<file path="src/rtl/jt51_logsin.sv">
// jt51_logsin: phase -> log-sine front end.
// Folds the phase into a quarter wave and addresses the phase ROM. It captures
// the ROM word and interpolates odd phases with the delta field. The result is
// a 12-bit attenuation, the sign and a slot tag. Three register stages in all.
module jt51_logsin #(
    parameter int PH_W  = 10,
    parameter int OUT_W = 12
) (
    input  logic             clk,
    input  logic             rst,
    input  logic             cen,
    input  logic [PH_W-1:0]  phase_in,
    input  logic             zero,
    output logic [4:0]       rom_addr,
    output logic [1:0]       rom_sel,
    input  logic [18:0]      rom_ph,
    output logic [OUT_W-1:0] logsin,
    output logic             sign_out,
    output logic [4:0]       slot_out,
    output logic             valid_out
);

    // S1: ROM address/select plus side-band bits that travel with the sample
    logic [4:0]       rom_addr_q, rom_addr_d;
    logic [1:0]       rom_sel_q,  rom_sel_d;
    logic             lsb1_q, lsb1_d, sgn1_q, sgn1_d, z1_q, z1_d;
    // S2: captured ROM word
    logic [18:0]      rom_ph_q, rom_ph_d;
    logic             lsb2_q, lsb2_d, sgn2_q, sgn2_d, z2_q, z2_d;
    // S3: outputs
    logic [OUT_W-1:0] logsin_q, logsin_d;
    logic             sign_q, sign_d;
    logic [4:0]       slot_q, slot_d;
    // valid shift register: [0]=S1, [1]=S2, [2]=valid_out
    logic [2:0]       vld_pipe_q, vld_pipe_d;

    logic [7:0]       pm;
    logic [OUT_W:0]   sum;

    // Next-state for every stage; everything holds while cen is low
    always_comb begin
        pm  = phase_in[8] ? ~phase_in[7:0] : phase_in[7:0];
        // 13-bit sum so a carry out can be detected and clamped
        sum = {1'b0, rom_ph_q[18:7]} + {6'd0, rom_ph_q[6:0]};

        rom_addr_d = rom_addr_q;
        rom_sel_d  = rom_sel_q;
        lsb1_d     = lsb1_q;
        sgn1_d     = sgn1_q;
        z1_d       = z1_q;
        rom_ph_d   = rom_ph_q;
        lsb2_d     = lsb2_q;
        sgn2_d     = sgn2_q;
        z2_d       = z2_q;
        logsin_d   = logsin_q;
        sign_d     = sign_q;
        slot_d     = slot_q;
        vld_pipe_d = vld_pipe_q;

        if (cen) begin
            rom_addr_d = pm[7:3];
            rom_sel_d  = pm[2:1];
            lsb1_d     = pm[0];
            sgn1_d     = phase_in[9];
            z1_d       = zero;

            rom_ph_d   = rom_ph;
            lsb2_d     = lsb1_q;
            sgn2_d     = sgn1_q;
            z2_d       = z1_q;

            // odd quarter-phase: interpolate halfway using the delta field
            if (lsb2_q)
                logsin_d = sum[OUT_W] ? {OUT_W{1'b1}} : sum[OUT_W-1:0];
            else
                logsin_d = rom_ph_q[18:7];
            sign_d = sgn2_q;

            // slot sync marker beats the free-running increment
            if (z2_q)
                slot_d = 5'd0;
            else if (vld_pipe_q[2])
                slot_d = slot_q + 5'd1;

            // stage valids only mark that a cen edge has filled the stage
            vld_pipe_d = {vld_pipe_q[1:0], 1'b1};
        end
    end

    // State registers with synchronous reset
    always_ff @(posedge clk) begin
        if (rst) begin
            rom_addr_q <= '0;
            rom_sel_q  <= '0;
            lsb1_q     <= 1'b0;
            sgn1_q     <= 1'b0;
            z1_q       <= 1'b0;
            rom_ph_q   <= '0;
            lsb2_q     <= 1'b0;
            sgn2_q     <= 1'b0;
            z2_q       <= 1'b0;
            logsin_q   <= '0;
            sign_q     <= 1'b0;
            slot_q     <= '0;
            vld_pipe_q <= '0;
        end else begin
            rom_addr_q <= rom_addr_d;
            rom_sel_q  <= rom_sel_d;
            lsb1_q     <= lsb1_d;
            sgn1_q     <= sgn1_d;
            z1_q       <= z1_d;
            rom_ph_q   <= rom_ph_d;
            lsb2_q     <= lsb2_d;
            sgn2_q     <= sgn2_d;
            z2_q       <= z2_d;
            logsin_q   <= logsin_d;
            sign_q     <= sign_d;
            slot_q     <= slot_d;
            vld_pipe_q <= vld_pipe_d;
        end
    end

    assign rom_addr  = rom_addr_q;
    assign rom_sel   = rom_sel_q;
    assign logsin    = logsin_q;
    assign sign_out  = sign_q;
    assign slot_out  = slot_q;
    assign valid_out = vld_pipe_q[2];

endmodule

</file>
<file path="config.mk">
export PLATFORM = sky130hd
export DESIGN_NAME = jt51_logsin
export DESIGN_NICKNAME = d
export VERILOG_FILES = /design/src/rtl/jt51_logsin.sv
export SDC_FILE = /design/constraint.sdc
export NUM_CORES = 1
export LEC_CHECK = 0
export CAP_MARGIN = 20
export CORE_MARGIN = 2
export CORE_UTILIZATION = 44
export CTS_BUF_LIST = sky130_fd_sc_hd__clkbuf_16
export CTS_CLUSTER_SIZE = 30
export DETAILED_ROUTE_END_ITERATION = 7
export GPL_TIMING_DRIVEN = 0
export PLACE_DENSITY = 0.75
export SYNTH_ARGS = -nofsm -noshare
export SYNTH_HDL_FRONTEND = slang
export SYNTH_SLANG_ARGS = --single-unit
</file>
<file path="constraint.sdc">
create_clock -name clk -period 2.07 [get_ports clk]
set_input_delay 0.207 -clock clk [delete_from_list [all_inputs] [get_ports clk]]
set_output_delay 0.207 -clock clk [all_outputs]
set_load 0.005 [all_outputs]
</file>
* Word-level counts from Yosys, hierarchy flattened
Cells that the tools add are included.
W data, S select, Z words.
** Storage, ports and cells
- Word-level logic and storage cells :: 23
- Register bits after elaboration :: 53
- Output and inout bits :: 26
- Input port bits :: 33
** Cells by class
- Multiplexer cells :: 5
- Reduce and logical (&&, ||, !) cells :: 2
- Bitwise operators :: 1
- Add/sub/neg operators :: 2
** Operators with widths (number)
- $mux W12 :: 2
- $add A12 B7 Y13 :: 1
- $mux W5 :: 2
- $mux W8 :: 1
- $not A8 Y8 :: 1
- $add A5 B1 Y5 const B :: 1
- $reduce_and A2 Y1 :: 1
- $reduce_bool A2 Y1 :: 1

* Logic depth before layout (Yosys ltp)
Gate-level depths: netlist of run 1.
- Depth after elaboration :: 3
- Mapped depth :: 7
- Depth with buffers taken out :: 7

* Worst setup path after synthesis of run 1
OpenSTA, ideal clock, no wires.
- Path type :: flip-flop to flip-flop
- Start :: register rom_ph_q[0]
- End :: register logsin_q[3], in the netlist logsin[3]
- Path buffers :: 0
- Required time :: 1937 ps
- Stages on the path, launching flop included :: 8
- Library setup time :: 133 ps
- Path slack :: 5 ps
- Period minus slack after synthesis :: 2065 ps
- Data arrival time :: 1933 ps
- Cells stage by stage :: dfxtp_1 -> ha_1 -> fa_1 -> a211o_1 -> a221oi_2 -> o21ai_2 -> o221ai_1 -> a21oi_1
** On the way
- Cells in the longest elaborated chain, start to end :: 3
** Ends and longest elaborated chain
- start, declared :: line 28 : logic [18:0] rom_ph_q, rom_ph_d;
- start signal, assigned :: line 112 : rom_ph_q <= rom_ph_d;
- $add A12 B7 Y13 :: line 44 : sum = {1'b0, rom_ph_q[18:7]} + {6'd0, rom_ph_q[6:0]};
- $mux W12 :: line 74 : logsin_d = sum[OUT_W] ? {OUT_W{1'b1}} : sum[OUT_W-1:0];
- $mux W12 :: line 73 : if (lsb2_q)
- end signal, assigned :: line 116 : logsin_q <= logsin_d;
- end, declared :: line 31 : logic [OUT_W-1:0] logsin_q, logsin_d;
Every way passes these cells.
A chain may end at the register's enable or synchronous reset.

* Final worst setup path of run 1
- Start :: register rom_ph_q[7]
- End :: register logsin_q[3], in the netlist logsin[3]
The elaborated chain is that of the path after synthesis.

==> results.txt, run 1 <==
Site Rows: 27
CTS tree: done
min Tclk post-route: 2090 ps
post-synthesis simple-gate area fraction: 0.136
critical path required time: 2230 ps
die area: 6140 µm²
post-route ant nets: 0
status: finished, violations left
post-synthesis xor/xnor area fraction: 0.0576
critical-path cell list: ha_4 -> fa_2 -> a211o_1 -> a221oi_2 -> o21ai_2 -> o221ai_2 -> a21oi_1
Buf+Inv Stages, Crit Path: 0
Worst path slowest cell: fa_2
crit path max fanout: 4
Worst Setup End Kind: flip-flop
crit path kind: flip-flop to flip-flop
DRT iter0 DRCs: 124
Syn-to-layout area delta: 35.4%
Net Switching: 0.558 mW
GPL Wtd Cong: 0.852
total track usage: 0.182
Residual DRC: 0
Comb pwr share: 0.145
# fillers: 460
Clock Skew: 7.08 ps
Post-synth EDFFs: 0
Final Hold Viols: 0
sequential fraction of the synthesis area: 0.436
Avg Vias per Cell: 5.28
initial antenna violation count: 0
Clock transition at path regs: 60 ps
pwr dens: 725 nW/µm²
Synth Area in Compound Gates: 0.161
clock share of power: 0.388
Max-slew headroom: 0.611
mux share of post-synthesis cell area: 0.127
Antenna diodes: 0
hold crit path type: primary input to flip-flop
Layout Cells excl Fill: 399
Ys Warns: 0
Top-Level Pins: 59
Post-DP HPWL: 4.07 mm
MaxCap Viol Count: 0
count of different cell masters after synthesis: 36
measured slew at the worst slew-check pin: 584 ps
final period utilization: 1.01
htree depth: 2
TritonCTS Sinks: 53
fmax: 478 MHz
Nets: 368
largest net degree at the start of global routing: 17
RSZ-0062 raised after global routing: true
Initial Util: 0.448
Reg power frac: 0.468
Setup WS post-layout: -23.1 ps
first-pass GRT wire length: 8.91 mm
Post-Syn Instances: 262
Post-Route WL: 5.64 mm
share of cells above drive strength 1: 0.0826
Core Util, Final: 0.606
vias in the first global route: 1,873
clk root buf: clkbuf_16
Internal: 1.83 mW
die height: 78.4 µm
clock buffer count from CTS: 5
largest family of logic cells by synthesized area: compound AO/OA/AOI/OAI gates
Synth Cell Area: 2430 µm²
FF+latch count, synth: 53
adder-cell share of the synthesized area: 0.0493
latest clock arrival within the worst-skew pair: 290 ps
first drt pass iteration count: 4
switching share of total power: 0.234
Critical Path Start Type: flip-flop
drt wl/cell: 14.1 µm
clock tree buffer depth: 2
Fin Setup TNS: -23.1 ps
Worst VDD drop: 0.536 mV
Buffers on Ports: 56
Post-CTS Hold Buffers: 0
ys async rst share: 0
Top FF cell, synth: dfxtp_1
failing checks: negative setup slack
CP top delay family: compound AO/OA/AOI/OAI gates
final setup violation count: 1
synthesized area per cell: 9.29 µm²
Post-Syn Nets: 304
gr ovfl total: 0
Core ar.: 5440 µm²
P_leak: 1.30 nW
Setup WS pre-CTS: -182 ps
Crit path largest cell delay: 390 ps
vias post-DR: 2,108
dpl cells: 390
Die Span X: 78.4 µm
crit path DAT: 2250 ps
Slew Viols, Final: 0
## kinds of logic (layout without fill, tap and decap cells)
logic type	after synthesis	in the layout
xor+xnor	16	16
buf+inv	19	84
simple gates	79	79
flops	53	53
compound gates	55	55
mux	31	31
fa+ha+maj	9	9
## power groups by stage
stage | Combinational [mW] | Sequential [mW] | Clock, mW
finish | 0.346 | 1.12 | 0.927
detailed placement | 0.338 | 1.14 | 0
global route | 0.377 | 1.12 | 0.986
global placement | 0.332 | 1.14 | 0
CTS | 0.347 | 1.12 | 0.940
floorplan | 0.187 | 1.13 | 0
## state kept, by name, indices dropped and copies added (netlist names)
name,flops
logsin,12
lsb1_q,1
vld_pipe_q,3
slot_out,5
z2_q,1
lsb2_q,1
z1_q,1
rom_sel,2
sgn1_q,1
rom_ph_q,19
sign_out,1
sgn2_q,1
rom_addr,5
## cell usage in the layout, fill, tap and decap left out, types with 2 or more instances in the layout
cell             instances
xnor2_1                 12
ha_1                     7
o221ai_2                 4
xor2_1                   4
nand2_1                 15
dfxtp_2                  2
dfxtp_1                 51
a21oi_1                 15
nand2b_1                 2
buf_2                    6
inv_1                    2
a311oi_1                 5
nor2_1                  51
o21ai_0                  6
clkbuf_16                5
nand3_1                  4
or3_1                    3
a211o_1                  2
mux2i_1                 31
clkbuf_1                10
a211oi_1                10
o211ai_1                 4
clkdlybuf4s50_1         56
## final timing paths
check                            from                       to  slack, ps  cells after the start
min reg2reg    logsin[6]$_SDFFE_PP0P_   logsin[6]$_SDFFE_PP0P_        470                      2
min                               rst  logsin[10]$_SDFFE_PP0P_        320                      4
max          rom_ph_q[7]$_SDFFE_PP0P_   logsin[3]$_SDFFE_PP0P_        -20                      7
max reg2reg  rom_ph_q[7]$_SDFFE_PP0P_   logsin[3]$_SDFFE_PP0P_        -20                      7
## cells in the mapped netlist, drive strengths merged, types with 3 or more instances
library cell	count	area, µm²
a211oi	10	75.1
ha	8	100
xnor2	12	105
o21ai	7	38.8
or3	3	18.8
a21oi	15	75.1
xor2	4	35.0
buf	6	30.0
o221ai	4	41.3
o211ai	4	30.0
inv	3	11.3
nor2	51	191
nand3	4	20.0
nand2	15	56.3
dfxtp	53	1060
mux2i	31	310
clkbuf	10	37.5
a311oi	5	43.8
## timing repair
action                                  4_1_cts  5_1_grt
buffers inserted                              1        0
pin swaps                                     8        2
endpoints found under the setup margin       12       12
gates resized for setup                       6        2
hold endpoints to repair                      0        0
## worst register-to-register path, stage by stage (launching register included)
cell and delay, ps:
dfxtp_2 340, ha_4 170, fa_2 390, a211o_1 300, a221oi_2 330, o21ai_2 160
o221ai_2 190, a21oi_1 80
## area by class of cell
type                            instances  area, µm²  area share
Buffer                                 16       67.6      0.0205
Timing Repair Buffer                   57        568       0.172
Clock buffer                            5        125      0.0380
Multi-Input combinational cell        190       1330       0.403
Tap cell                               72       90.1      0.0273
Inverter                                3       11.3     0.00342
Sequential cell                        53       1060       0.323
Clock inverter                          3       41.3      0.0125
## per-layer routing
layer  part of all wire  track usage  wire (µm)
met3              0.042       0.0368        238
met4             0.0094       0.0456         53
met1               0.46        0.237       2590
met5                  0            0          0
met2               0.49        0.310       2760
## stage by stage
step                instance area (µm²)  power [mW]  hold WS (ps)
CTS                                3290        2.40           330
floorplan                          2430        1.32           354
global route                       3300        2.49           383
finish                             3300        2.39           323
detailed placement                 3090        1.48           463
global placement                   3090        1.47           452
(Power assumes the default switching activity.)
==> run 2: changes to the inputs <==
- CORE_ASPECT_RATIO: unset -> 0.8
==> run 2 against run 1 <==
Against the previous run: the flow still finishes with violations (negative setup slack); first-iteration DRC count decreased by 2.4%; sequential power about the same; non-clock buffer count increased by 3; hold slack improved by 12 ps; combinational power increased by 1%; critical path depth increased by 1; critical endpoint is now logsin[6]$_SDFFE_PP0P_; largest cell class unchanged; largest power group unchanged; highest routed layer unchanged.
==> results.txt, run 2 (synthesized netlist as in run 1, its figures left out) <==
pwr dens: 760 nW/µm² (+4.8%)
Residual DRC: 0 (unchanged)
CTS tree: done
switching share of total power: 0.226 (-0.00795)
Post-Route WL: 5.82 mm (+3.1%)
Syn-to-layout area delta: 36.7%
status: finished, violations left
Initial Util: 0.450 (+0.00280)
Layout Cells excl Fill: 395 (-1.0%)
GPL Wtd Cong: 0.819 (-3.9%)
hold path startpoint: rst
MaxCap Viol Count: 0 (unchanged)
DRT iter0 DRCs: 121 (-2.4%)
hold crit path type: primary input to flip-flop
Core Util, Final: 0.616 (+0.00981)
crit path max fanout: 2 (-2)
Die Span X: 87.2 µm (+11%)
largest net degree at the start of global routing: 17 (unchanged)
clk root buf: clkbuf_16
FF-to-FF End: logsin[6]$_SDFFE_PP0P_
commonest non-fill, non-tap cells in the layout: 56 x clkdlybuf4s50_1, 51 x nor2_1, 51 x dfxtp_1, 31 x mux2i_1
initial antenna violation count: 0 (unchanged)
met2 Usage GRT: 0.303 (-0.00755)
Comb pwr share: 0.138 (-0.007)
first-pass GRT wire length: 9.72 mm (+9.0%)
Antenna diodes: 0 (unchanged)
final period utilization: 1.01 (-0.00401)
Setup WS post-layout: -14.8 ps (+8.30 ps)
first drt pass iteration count: 4 (unchanged)
grt met3 use: 0.0630 (+0.0262)
Reg power frac: 0.442 (-0.026)
most common cell after layout, fill and taps aside: clkdlybuf4s50_1
Buffers on Ports: 56 (unchanged)
Critical Path Start Type: flip-flop
clock buffer count from CTS: 5 (unchanged)
GR met1 Demand/Resource: 0.297 (+0.0598)
hold depth: 4 (unchanged)
critical path required time: 2300 ps (+70 ps)
Avg Vias per Cell: 5.26 (-0.38%)
Clock Skew: 4.07 ps (-3.01 ps)
Post-DP HPWL: 4.16 mm (+2.1%)
worst r2r src: rom_ph_q[7]$_SDFFE_PP0P_
failing checks: negative setup slack
Max-slew headroom: 0.649 (+0.0383)
measured slew at the worst slew-check pin: 526 ps (-57.4 ps)
WHS: 335 ps (+12.1 ps)
RSZ-0062 raised after global routing: true
Biggest register: rom_ph_q
final setup violation count: 1 (unchanged)
Final Hold Viols: 0 (unchanged)
crit path kind: flip-flop to flip-flop
Slew Viols, Final: 0 (unchanged)
gr ovfl total: 0 (unchanged)
dpl cells: 383 (-1.8%)
r2r worst-path depth: 8 (+1)
Worst path slowest cell: fa_2
P_leak: 1.33 nW (+2.9%)
drt wl/cell: 14.7 µm (+4.1%)
Net Switching: 0.571 mW (+2.3%)
Site Rows: 24 (-11%)
Register Area: 1060 µm² (unchanged)
Internal: 1.96 mW (+7.0%)
Worst VDD drop: 0.481 mV (-10%)
Setup WS pre-CTS: -219 ps (-37.6 ps)
die area: 6150 µm² (about the same)
clock tree buffer depth: 2 (unchanged)
vias in the first global route: 1,986 (+6.0%)
post-route ant nets: 0 (unchanged)
Clock transition at path regs: 70 ps (about the same)
Hold EP: logsin[10]$_SDFFE_PP0P_
min Tclk post-route: 2080 ps (-8.30 ps)
TritonCTS Sinks: 53 (unchanged)
Multi-input gate area: 1320 µm² (-0.38%)
fmax: 480 MHz (+0.40%)
Nets: 371 (+0.82%)
Top-Level Pins: 59 (unchanged)
clock share of power: 0.420 (+0.032)
vias post-DR: 2,079 (-1.4%)
Core ar.: 5410 µm² (-0.62%)
htree depth: 2 (unchanged)
die height: 70.5 µm (-10%)
Worst Setup End Kind: flip-flop
Crit path largest cell delay: 390 ps (about the same)
FF-to-FF setup slack: -10 ps (about the same)
crit path DAT: 2310 ps (+60 ps)
GRT busiest layer: met2
max reg flops: 19 (unchanged)
# fillers: 475 (+3.3%)
total track usage: 0.204 (+0.0221)
share of cells above drive strength 1: 0.0909 (+0.00834)
critical-path cell list: ha_4 -> fa_2 -> a211o_1 -> a221oi_2 -> buf_4 -> xnor2_2 -> o221ai_2 -> a21oi_1
latest clock arrival within the worst-skew pair: 290 ps (about the same)
## run 2: worst max path at each step
stage                                  start                     end  slack (ps)  cells after the start
global placement    rom_ph_q[0]$_SDFFE_PP0P_  logsin[3]$_SDFFE_PP0P_        -200                      7
floorplan           rom_ph_q[0]$_SDFFE_PP0P_  logsin[3]$_SDFFE_PP0P_           5                      7
CTS                 rom_ph_q[7]$_SDFFE_PP0P_  logsin[6]$_SDFFE_PP0P_           1                      8
detailed placement  rom_ph_q[0]$_SDFFE_PP0P_  logsin[3]$_SDFFE_PP0P_        -220                      7
global route        rom_ph_q[7]$_SDFFE_PP0P_  logsin[2]$_SDFFE_PP0P_        -120                      7
finish              rom_ph_q[7]$_SDFFE_PP0P_  logsin[6]$_SDFFE_PP0P_         -10                      8
## run 2: power by group through the flow
stage | clock [mW] | sequential, mW | combinational [mW]
2_1_floorplan | 0 | 1.13 | 0.187
3_3_place_gp | 0 | 1.14 | 0.331
3_5_place_dp | 0 | 1.14 | 0.339
4_1_cts | 1.08 | 1.12 | 0.350
5_1_grt | 1.12 | 1.13 | 0.385
6_report | 1.06 | 1.12 | 0.350
## run 2: what timing repair did
action | CTS | global route
hold endpoints to repair | 0 | 0
endpoints found under the setup margin | 12 | 12
setup buffers | 4 | 0
gates resized for setup | 7 | 0
hold buffers | 0 | 0
pin swaps | 5 | 6
## run 2: metrics by stage
| step | TNS [ps] | cell area [µm²] | power (mW) |
|---|---|---|---|
| after global placement | -1220 | 3080 | 1.47 |
| final | -14.8 | 3330 | 2.53 |
| after global routing | -1050 | 3330 | 2.63 |
| after detailed placement | -1490 | 3080 | 1.48 |
| after CTS | 0 | 3330 | 2.54 |
| after floorplan | 0 | 2430 | 1.32 |
## run 2: final cells by class
type	instances	area share
inverters	3	0.00338
plain buffers	16	0.0203
repair buffers	60	0.177
clock buffers	5	0.0376
flip-flops and latches	53	0.320
multi-input cells	190	0.398
well taps	65	0.0244
clock inverters	3	0.0195
## run 2: metal layers
layer  wire [µm]  share of wire  vias to the layer above
li1            -              -                     1064
met1        2790           0.48                      944
met2        2560           0.44                       64
met3         416          0.072                        7
met4          53         0.0091                        0
met5           0              0                        -
## run 2: worst max-delay path: cells and delay by family (launching register included)
family                   cells  cell delay [ps]
AO/OA/AOI/OAI                4              840
XOR/XNOR                     1              110
adder cells (fa/ha/maj)      2              560
buffers and inverters        1              180
flip-flops                   1              340
